### src/rtl/sync_fifo.sv
// Single-clock FIFO with registered read data, full/empty decodes and sticky error flags.
// Simultaneous read+write on an empty FIFO bypasses the input straight to out.
module sync_fifo #(
    parameter int unsigned LENGTH = 4,
    parameter int unsigned WIDTH  = 8
) (
    input  logic             clk,
    input  logic             rst,
    input  logic             wr_cs,
    input  logic             wr_en,
    input  logic             rd_cs,
    input  logic             rd_en,
    input  logic [WIDTH-1:0] in,
    output logic [WIDTH-1:0] out,
    output logic             full,
    output logic             empty,
    output logic             overflow,
    output logic             underflow
);

    localparam int unsigned PTR_W = (LENGTH > 1) ? $clog2(LENGTH) : 1;
    localparam int unsigned CNT_W = $clog2(LENGTH + 1);

    localparam logic [PTR_W-1:0] PTR_LAST = PTR_W'(LENGTH - 1);
    localparam logic [CNT_W-1:0] CNT_FULL = CNT_W'(LENGTH);

    logic [WIDTH-1:0] mem [LENGTH];

    logic [PTR_W-1:0] wp_q, rp_q;
    logic [CNT_W-1:0] count_q;
    logic [WIDTH-1:0] out_q;
    logic             overflow_q, underflow_q;

    logic wr_req, rd_req;
    logic do_write, do_read, bypass;

    assign wr_req = wr_cs & wr_en;
    assign rd_req = rd_cs & rd_en;

    assign full  = (count_q == CNT_FULL);
    assign empty = (count_q == '0);

    // A write alongside a read on a non-empty FIFO is always accepted, even when full.
    assign do_write = wr_req & (rd_req ? ~empty : ~full);
    assign do_read  = rd_req & ~empty;
    assign bypass   = wr_req & rd_req & empty;

    assign out       = out_q;
    assign overflow  = overflow_q;
    assign underflow = underflow_q;

    // Storage is not reset; its contents are never observable until written.
    always_ff @(posedge clk) begin
        if (do_write) begin
            mem[wp_q] <= in;
        end
    end

    always_ff @(posedge clk or posedge rst) begin
        if (rst) begin
            wp_q        <= '0;
            rp_q        <= '0;
            count_q     <= '0;
            out_q       <= '0;
            overflow_q  <= 1'b0;
            underflow_q <= 1'b0;
        end else begin
            if (do_write) begin
                wp_q <= (wp_q == PTR_LAST) ? '0 : wp_q + PTR_W'(1);
            end
            if (do_read) begin
                rp_q  <= (rp_q == PTR_LAST) ? '0 : rp_q + PTR_W'(1);
                out_q <= mem[rp_q];
            end else if (bypass) begin
                out_q <= in;
            end
            if (do_write && !do_read) begin
                count_q <= count_q + CNT_W'(1);
            end else if (do_read && !do_write) begin
                count_q <= count_q - CNT_W'(1);
            end
            if (wr_req && !rd_req && full) begin
                overflow_q <= 1'b1;
            end
            if (rd_req && empty) begin
                underflow_q <= 1'b1;
            end
        end
    end

endmodule

### config.mk
export PLATFORM = sky130hd
export DESIGN_NAME = sync_fifo
export DESIGN_NICKNAME = d
export VERILOG_FILES = /design/src/rtl/sync_fifo.sv
export SDC_FILE = /design/constraint.sdc
export NUM_CORES = 1
export LEC_CHECK = 0
export ABC_AREA = 1
export BUFFER_PORTS_ARGS = -buffer_cell sky130_fd_sc_hd__buf_2
export CAP_MARGIN = 20
export CORE_ASPECT_RATIO = 0.9
export CORE_MARGIN = 2
export CORE_UTILIZATION = 40
export CTS_BUF_LIST = sky130_fd_sc_hd__clkbuf_8
export DETAILED_ROUTE_END_ITERATION = 10
export PLACE_DENSITY_LB_ADDON = 0.08
export SLEW_MARGIN = 20
export SYNTH_ARGS = -nofsm -noshare
export SYNTH_HDL_FRONTEND = slang
export SYNTH_SLANG_ARGS = --single-unit
### constraint.sdc
create_clock -name clk -period 2.7 [get_ports clk]
set_input_delay 0.135 -clock clk [delete_from_list [all_inputs] [get_ports clk]]
set_output_delay 0.135 -clock clk [all_outputs]
set_load 0.005 [all_outputs]
# Word-level counts from Yosys, hierarchy flattened
# Memory sizes are Yosys's and may differ from the RTL's.
# Cells that the tools add are included.
# classes
eq_ne	3
n_bitwise	8
n_addsub	4
n_reduce_logical	11
mux	9
# ops
cell	n
8-bit 2-to-1 mux	2
1-bit bitwise AND	6
3-bit 2-to-1 mux	2
1-bit logical AND	5
2-bit by 1-bit adder with 2-bit output, second input constant	2
2-bit equality test, second input constant	2
2-bit 2-to-1 mux	2
2-bit nonzero test	2
3-bit by 1-bit adder with 3-bit output, second input constant	1
3-bit equality test, second input constant	1
1-bit zero test	3
3-bit zero test	1
1-bit 2-to-1 mux	3
3-bit by 1-bit subtractor with 3-bit output, second input constant	1
1-bit inverter	2
# word_totals
word_cells	42
reg_bits	17
mem_count	1
ramBits	32
in_bits	14
# memory_table
name	depth	width	rd	rd_ports_with_merged_regs	write_ports	line	text
mem	4	8	1	0	1	27	logic [WIDTH-1:0] mem [LENGTH];

# Depth between registers and ports, before layout
# Gate-level depths: netlist (run 1).
# logic_depth
word_depth	8
depth_mapped	12
depth_no_buf	12

# Least setup slack after synthesis (run 1)
# Ideal clock, no wire load.
# synth_path
kind	reg2reg
startpoint	register count_q[0]
endpoint	register count_q[1]
arrival_ns	1.909
setup_time_ns	0.125
path_stages_with_launch	11
path_buffers	0
path_slack_ns	0.666
required_time_ns	2.575
path_cell_list	dfrtp_1 -> nor2_4 -> nand2_4 -> inv_1 -> nand2_2 -> nand3_4 -> inv_1 -> ha_1 -> inv_1 -> fa_1 -> mux2_2
# synth_via
elab_chain_len	7
# synth_lines
item	line	text
start, declared	30	logic [CNT_W-1:0] count_q;
start signal, assigned	78	count_q <= count_q + CNT_W'(1);
start signal, assigned	80	count_q <= count_q - CNT_W'(1);
3-bit zero test *	41	assign empty = (count_q == '0);
net empty	16	output logic empty,
1-bit inverter *	44	assign do_write = wr_req & (rd_req ? ~empty : ~full);
1-bit 2-to-1 mux *	44	
1-bit bitwise AND *	44	
net do_write	35	logic do_write, do_read, bypass;
1-bit zero test	79	end else if (do_read && !do_write) begin
1-bit logical AND	79	
2-bit nonzero test (no source line)	n/a	
# The timed path passes the listed nets; every way through them passes the cells marked *. The select of a mux whose other input is x is not followed.
# A chain may end at the register's enable or synchronous reset.

# Final worst setup path (run 1)
# layout_path
startpoint	register count_q[0]
endpoint	register count_q[1]
# layout_via
elab_chain_len	7
# layout_lines
item	line
3-bit equality test / 3-bit zero test (equally long branches)	40, 41
1-bit inverter	44
1-bit 2-to-1 mux *	44
1-bit bitwise AND *	44
net do_write	35
1-bit zero test	79
1-bit logical AND	79
2-bit nonzero test (no source line)	n/a
# Marked as above.

==> impl_metrics.csv, run 1 <==
group,metric,value,unit
pwr,p_int,1.53,mW
clock_tree,cts_inserted_buffers,5,
logic_synthesis,synth_seq_cells,49,
critical_path,critPathMaxFanout,7,
critical_path,crit_chain,"nor2_4 > nand3_1 > nand3_4 > inv_1 > ha_1 > inv_1 > fa_1 > mux2_2",
sta,slew_violations,0,
logic_synthesis,syn_area_per_cell,10.2,um2
critical_path,critPathCaptureType,"register",
placement,gp_congestion,0.784,
sta,setup_slack,0.575,ns
grt,grt_pass1_wl,7.11,mm
sta,finalCritPeriodShare,78.7,%
sta,hold_viol_final,0,
logic_synthesis,yosys-top-cells-count,"nand2_1 (80), edfxtp_1 (32), nand3_1 (20)",
clock_tree,cts_resized,0,
clock_tree,cts_buffer_depth,2,
floorplan,start_util,41.8,%
floorplan,ios,26,
logic_synthesis,synth_top_area_share,43.2,%
pwr,p_sw,0.840,mW
final_layout,final_nets,272,
critical_path,slowest_stage,"dfrtp_1",
critical_path,r2r_slack,0.58,ns
grt,antenna_found_initial,0,
critical_path,cp_top_family,"adder cells",
clock_tree,post_cts_buffers,0,
hold_path,hold_class,"primary input to register",
clock_tree,worstSkewPairLatency,0.29,ns
clock_tree,root_buffer,"clkbuf_8",
detailed_routing,drc_errors,0,
logic_synthesis,synth_area_leaders,"edfxtp_1 (43%), dfrtp_1 (19%), nand2_1 (14%), nand3_1 (4.5%), ha_1 (3.4%)",
floorplan,design.core.area,0.00532,mm2
critical_path,crit_required,2.89,ns
detailed_routing,drt_iter0_drc,36,
clock_tree,ctsHoldBuffers,1,
placement,pre_cts_ws,0.569,ns
pwr,comb_power_share,33.2,%
final_layout,drive_gt1_share,19.0,%
critical_path,r2r-start,"count_q[0]$_DFFE_PP0P_",
critical_path,start_kind,"register",
critical_path,path_buf_inv,2,
pwr,power_frac_seq,45.4,%
sta,fin_tns_setup,0,ns
sta,max_freq,471,MHz
floorplan,die_h,74.7,um
critical_path,reg2regPathDepth,8,
pwr,share_clk_of_total_power,21.4,%
logic_synthesis,syn-cell-area,0.00222,mm2
critical_path,path_class,"register to register",
sta,min_period,2.12,ns
final_layout,n_antenna_cell,0,
logic_synthesis,synthFlopType,"edfxtp_1",
final_layout,area_delta_synth_final,14.6,%
critical_path,cpPeakStageDelay,0.46,ns
hold_path,hold_depth,1,
critical_path,endpoint,"count_q[1]$_DFFE_PP0P_",
detailed_routing,routedWlPerCell,13.8,um
sta,tightest_slew,0.681,ns
critical_path,cp.depth,8,
logic_synthesis,synth_top_cell_by_area,"edfxtp_1",
sta,clock_skew,0.00431,ns
sta,whs,0.0786,ns
critical_path,crit_top_cell,"inv_1",
grt,grt_pass1_vias,1421,
sta,relSlewSlack,54.6,%
pwr,p_sw_share,35.4,%
detailed_routing,drt_first_pass_iters,4,
clock_tree,clock-sinks,49,
logic_synthesis,ys_types,28,
grt,grt_max_degree,18,
pwr,peakVddDrop,0.414,mV
logic_synthesis,yosysMostFrequentCell,"nand2_1",
pwr,p_per_area,932,mW/mm2
clock_tree,cts_tree,"yes",
hold_path,hold_start,"in[4]",
logic_synthesis,synth_edf_count,32,
clock_tree,cts_max_level,2,
floorplan,placementRows,25,
critical_path,crit_arrival,2.31,ns
logic_synthesis,yosys_warnings,0,
placement,io_buffers,25,
detailed_routing,num_vias,1467,
critical_path,r2r-end,"count_q[1]$_DFFE_PP0P_",
pwr,p_leak,1.17,nW
grt,grt.total_usage,15.9,%
logic_synthesis,async_flop_share,34.7,%
run,max_cap_violations,0,
critical_path,crit_start,"count_q[0]$_DFFE_PP0P_",
logic_synthesis,synth-seq-area-share,62.4,%
floorplan,die_w,82.6,um
clock_tree,clk_pin_slew_worst_paths,0.09,ns
detailed_routing,routed_wl,4.41,mm
logic_synthesis,syn-num-nets,239,
detailed_routing,viasPerCell,4.60,
floorplan,die_area,0.00617,mm2
run_status,outcome,"finished clean",
grt,overflow,0,
sta,setup_viol,0,
detailed_routing,final_antenna_net_count,0,
logic_synthesis,syn-instance-count,218,
placement,dpl.hpwl,3.07,mm
sta,rsz0062_at_grt,"false",
==> power by group through the flow <==
stage,logic [mW],registers [mW],clock network (mW)
6_report,0.787,1.08,0.509
5_1_grt,0.918,1.10,0.545
4_1_cts,0.809,1.08,0.523
3_5_place_dp,0.805,1.09,0
3_3_place_gp,0.802,1.09,0
2_1_floorplan,0.577,1.07,0
==> logic make-up (layout without fill, tap and decap cells) <==
kind of cell | after synthesis | count (layout) | share of synthesized area (%)
AO/OA/AOI/OAI | 5 | 5 | 1.24
XOR/XNOR | 2 | 2 | 0.788
adder cells (fa/ha/maj) | 7 | 7 | 4.28
buffers and inverters | 27 | 61 | 5.74
flip-flops | 49 | 49 | 62.4
multiplexers | 1 | 1 | 0.506
AND/OR/NAND/NOR | 127 | 127 | 25.1
==> state kept, by name, indices dropped and copies added (netlist names) <==
register   cells
count_q        3
out            8
overflow       1
underflow      1
rp_q           2
wp_q           2
mem           32
==> worst register-to-register path, stage by stage (launching register included) <==
cell     delay [ns]
dfrtp_1        0.46
nor2_4         0.18
nand3_1        0.20
nand3_4        0.18
inv_1          0.06
ha_1           0.18
inv_1          0.09
fa_1           0.41
mux2_2         0.26
==> per-stage QoR <==
step | utilization, % | area (um2) | cells | power, mW
6_report | 47.9 | 2550 | 319 | 2.37
5_1_grt | 47.9 | 2550 | 319 | 2.57
4_1_cts | 47.9 | 2550 | 319 | 2.41
3_5_place_dp | 45.7 | 2430 | 310 | 1.90
3_3_place_gp | 45.7 | 2430 | 310 | 1.90
2_1_floorplan | - | 2220 | 218 | 1.64
==> cells in the final DEF (no fill, tap or decap), drive strengths merged, types with 2 or more instances in the layout <==
master and instances:
ha 6, clkinv 2, nor2 17, dfrtp 17, inv 21, nand4 2
edfxtp 32, nand2 85, o21ai 3, clkbuf 5, nand3 22, buf 31
==> routing by layer <==
metal,vias up,track usage (%),share of wire [%]
met2,16,25.2,48
met4,0,3.83,0.50
met5,-,0,0
met3,2,3.24,2.7
li1,765,-,-
met1,684,22.7,48
==> final cells by class <==
cell class                      count  area [um2]
Clock buffer                        5        68.8
Clock inverter                      3        37.5
Fill cell                         497        2770
Inverter                           21        81.3
Multi-Input combinational cell    142         709
Sequential cell                    49        1390
Tap cell                           67        83.8
Timing Repair Buffer               32         180
==> worst min-delay path by stage <==
stage                             endpoint  slack [ns]
global route           mem[0][5]$_DFFE_PP_        0.08
CTS                    mem[2][4]$_DFFE_PP_        0.07
floorplan           count_q[0]$_DFFE_PP0P_        0.06
global placement        out[3]$_DFFE_PP0P_        0.26
detailed placement      out[2]$_DFFE_PP0P_        0.27
finish                 mem[2][4]$_DFFE_PP_        0.08
Note: power is estimated with default switching activity, not from simulation.
==> run 2: changes to the inputs <==
Settings changed: ABC_AREA 1 to 0.
Clock period 2.7 ns to 2.15 ns, I/O delays scaled along.
==> run 2 against run 1 <==
Effect of this change:
- non-clock buffer count rose by 6
- critical path depth fell by 1
- wire length rose by 3.6%
- utilization rose by 0.45 points
- global-route usage rose by 1.3 points
- synthesized cell count fell by 33%
- critical endpoint unchanged
- largest cell class unchanged
- largest power group unchanged
==> impl_metrics.csv, run 2 <==
group,metric,value,unit
run_status,outcome,"finished clean",
critical_path,critPathMaxFanout,5,
critical_path,reg2regPathDepth,7,
critical_path,critPathCaptureType,"register",
critical_path,crit_start,"count_q[0]$_DFFE_PP0P_",
sta,tightest_slew,0.691,ns
clock_tree,cts_max_level,2,
logic_synthesis,synthFlopType,"edfxtp_1",
clock_tree,worstSkewPairLatency,0.30,ns
logic_synthesis,yosys_warnings,0,
final_layout,n_antenna_cell,0,
clock_tree,cts_tree,"yes",
floorplan,placementRows,25,
sta,relSlewSlack,53.9,%
detailed_routing,drc_errors,0,
sta,max_freq,483,MHz
critical_path,r2r-end,"count_q[1]$_DFFE_PP0P_",
hold_path,hold_depth,1,
detailed_routing,num_vias,1335,
final_layout,drive_gt1_share,33.5,%
final_layout,mostFrequentLayoutCells,"edfxtp_1 (32), buf_2 (25), nor2_1 (21)",
logic_synthesis,syn-num-nets,168,
placement,pre_cts_ws,0.0969,ns
logic_synthesis,ys_types,33,
final_layout,multi_input_area,757,um2
critical_path,path_class,"register to register",
final_layout,seq_area,0.00139,mm2
logic_synthesis,synth_area_leaders,"edfxtp_1 (44%), dfrtp_1 (19%), mux4_2 (8.2%), nor2_1 (3.6%), ha_1 (3.4%)",
logic_synthesis,synth_edf_count,32,
detailed_routing,drt_first_pass_iters,4,
detailed_routing,viasPerCell,5.24,
final_layout,area_delta_synth_final,16.3,%
sta,setup_slack,0.0793,ns
logic_synthesis,synth_top_area_share,43.7,%
sta,setup_viol,0,
floorplan,start_util,41.6,%
sta,hold_viol_final,0,
floorplan,die_h,74.3,um
sta,fin_tns_setup,0,ns
grt,grt.total_usage,17.2,%
floorplan,ios,26,
critical_path,start_kind,"register",
placement,dpl.hpwl,3.18,mm
sta,min_period,2.07,ns
grt,grt_max_degree,18,
placement,gp_congestion,0.807,
logic_synthesis,synth_seq_cells,49,
clock_tree,root_buffer,"clkbuf_8",
final_layout,stdcell_count,255,
detailed_routing,final_antenna_net_count,0,
logic_synthesis,synth_top_cell_by_area,"edfxtp_1",
pwr,p_per_area,1180,mW/mm2
critical_path,path_buf_inv,1,
pwr,p_leak,0.972,nW
sta,clock_skew,0.00444,ns
detailed_routing,drt_iter0_drc,86,
critical_path,r2r_slack,0.08,ns
sta,whs,0.0374,ns
critical_path,crit_required,2.34,ns
logic_synthesis,syn-instance-count,147,
placement,io_buffers,25,
logic_synthesis,yosys-top-cells-count,"edfxtp_1 (32), nor2_1 (21), dfrtp_1 (17)",
clock_tree,clock-sinks,49,
detailed_routing,routed_wl,4.57,mm
grt,overflow,0,
critical_path,r2r-start,"count_q[0]$_DFFE_PP0P_",
hold_path,hold_start,"in[0]",
grt,grt_pass1_vias,1391,
critical_path,cp_top_family,"adder cells",
sta,slew_violations,0,
final_layout,nFillCells,486,
critical_path,crit_arrival,2.26,ns
logic_synthesis,synth-seq-area-share,63.1,%
clock_tree,cts_buffer_depth,2,
logic_synthesis,syn-cell-area,0.00220,mm2
grt,grt_pass1_wl,7.31,mm
critical_path,crit_chain,"or2_2 > a21oi_2 > nor2_1 > ha_1 > inv_1 > fa_1 > mux2_2",
clock_tree,cts_inserted_buffers,5,
floorplan,design.core.area,0.00529,mm2
final_layout,regMostFlops,"mem",
sta,rsz0062_at_grt,"false",
hold_path,hold_class,"primary input to register",
pwr,peakVddDrop,0.508,mV
run,max_cap_violations,0,
critical_path,slowest_stage,"dfrtp_2",
grt,antenna_found_initial,0,
floorplan,die_area,0.00611,mm2
logic_synthesis,syn_area_per_cell,15.0,um2
logic_synthesis,yosysMostFrequentCell,"edfxtp_1",
sta,finalCritPeriodShare,96.3,%
floorplan,die_w,82.1,um
hold_path,hold_end,"mem[2][0]$_DFFE_PP_",
clock_tree,clk_pin_slew_worst_paths,0.09,ns
final_layout,largest_reg_flops,32,
placement,dp_cells,246,
final_layout,final_nets,208,
logic_synthesis,async_flop_share,34.7,%
pwr,finalPower,3.01,mW
detailed_routing,routedWlPerCell,17.9,um
final_layout,final_common_cell,"edfxtp_1",
critical_path,cpPeakStageDelay,0.45,ns
## run 2: cell type report
| class | instances | share of cell area (%) |
|---|---|---|
| flip-flops and latches | 49 | 54.3 |
| clock buffers | 5 | 2.69 |
| repair buffers | 38 | 8.81 |
| multi-input cells | 89 | 29.6 |
| clock inverters | 3 | 0.685 |
| inverters | 4 | 0.587 |
| well taps | 67 | 3.28 |
## run 2: cells by family after synthesis
| group | share of synthesized area, % |
|---|---|
| AOI/OAI and AO/OA | 10.4 |
| xor gates and xnor gates | 1.20 |
| adders and majority gates | 4.33 |
| buffers and inverters | 2.67 |
| DFF | 63.1 |
| muxes | 9.22 |
| and+or+nand+nor | 9.16 |
## run 2: worst max path at each step
| stage | end | depth (start not counted) | slack [ns] |
|---|---|---|---|
| after floorplan | count_q[1]$_DFFE_PP0P_ | 7 | 0.03 |
| after global placement | count_q[1]$_DFFE_PP0P_ | 7 | 0.15 |
| after detailed placement | count_q[1]$_DFFE_PP0P_ | 7 | 0.1 |
| after CTS | count_q[1]$_DFFE_PP0P_ | 7 | 0.07 |
| after global routing | count_q[1]$_DFFE_PP0P_ | 7 | 0.01 |
| final | count_q[1]$_DFFE_PP0P_ | 7 | 0.08 |
## run 2: per-stage QoR
stage	area, um2	utilization, %
2_1_floorplan	2200	-
4_1_cts	2550	48.3
5_1_grt	2560	48.4
6_report	2560	48.4
3_3_place_gp	2460	46.5
3_5_place_dp	2460	46.5
## run 2: metal layers
layer	track usage, %	share of wire (%)	up-vias
met5	0	0	-
met4	6.11	1.8	0
met3	5.46	4.5	10
met2	29.0	51	30
met1	21.1	43	654
li1	-	-	641
## run 2: repair_timing
item                                    CTS  global route
endpoints found under the setup margin    0             1
buffers inserted                          0             0
endpoints found under the hold margin    17             0
resized for setup                         0             2
hold buffers                              1             0
## run 2: where the power goes
| group | internal [mW] | total (mW) | switching (mW) | leakage (nW) |
|---|---|---|---|---|
| Combinational | 0.558 | 1.06 | 0.506 | 0.447 |
| Clock | 0.225 | 0.524 | 0.299 | 0.0455 |
| Sequential | 1.24 | 1.43 | 0.190 | 0.479 |
| Total | 2.02 | 3.01 | 0.995 | 0.972 |
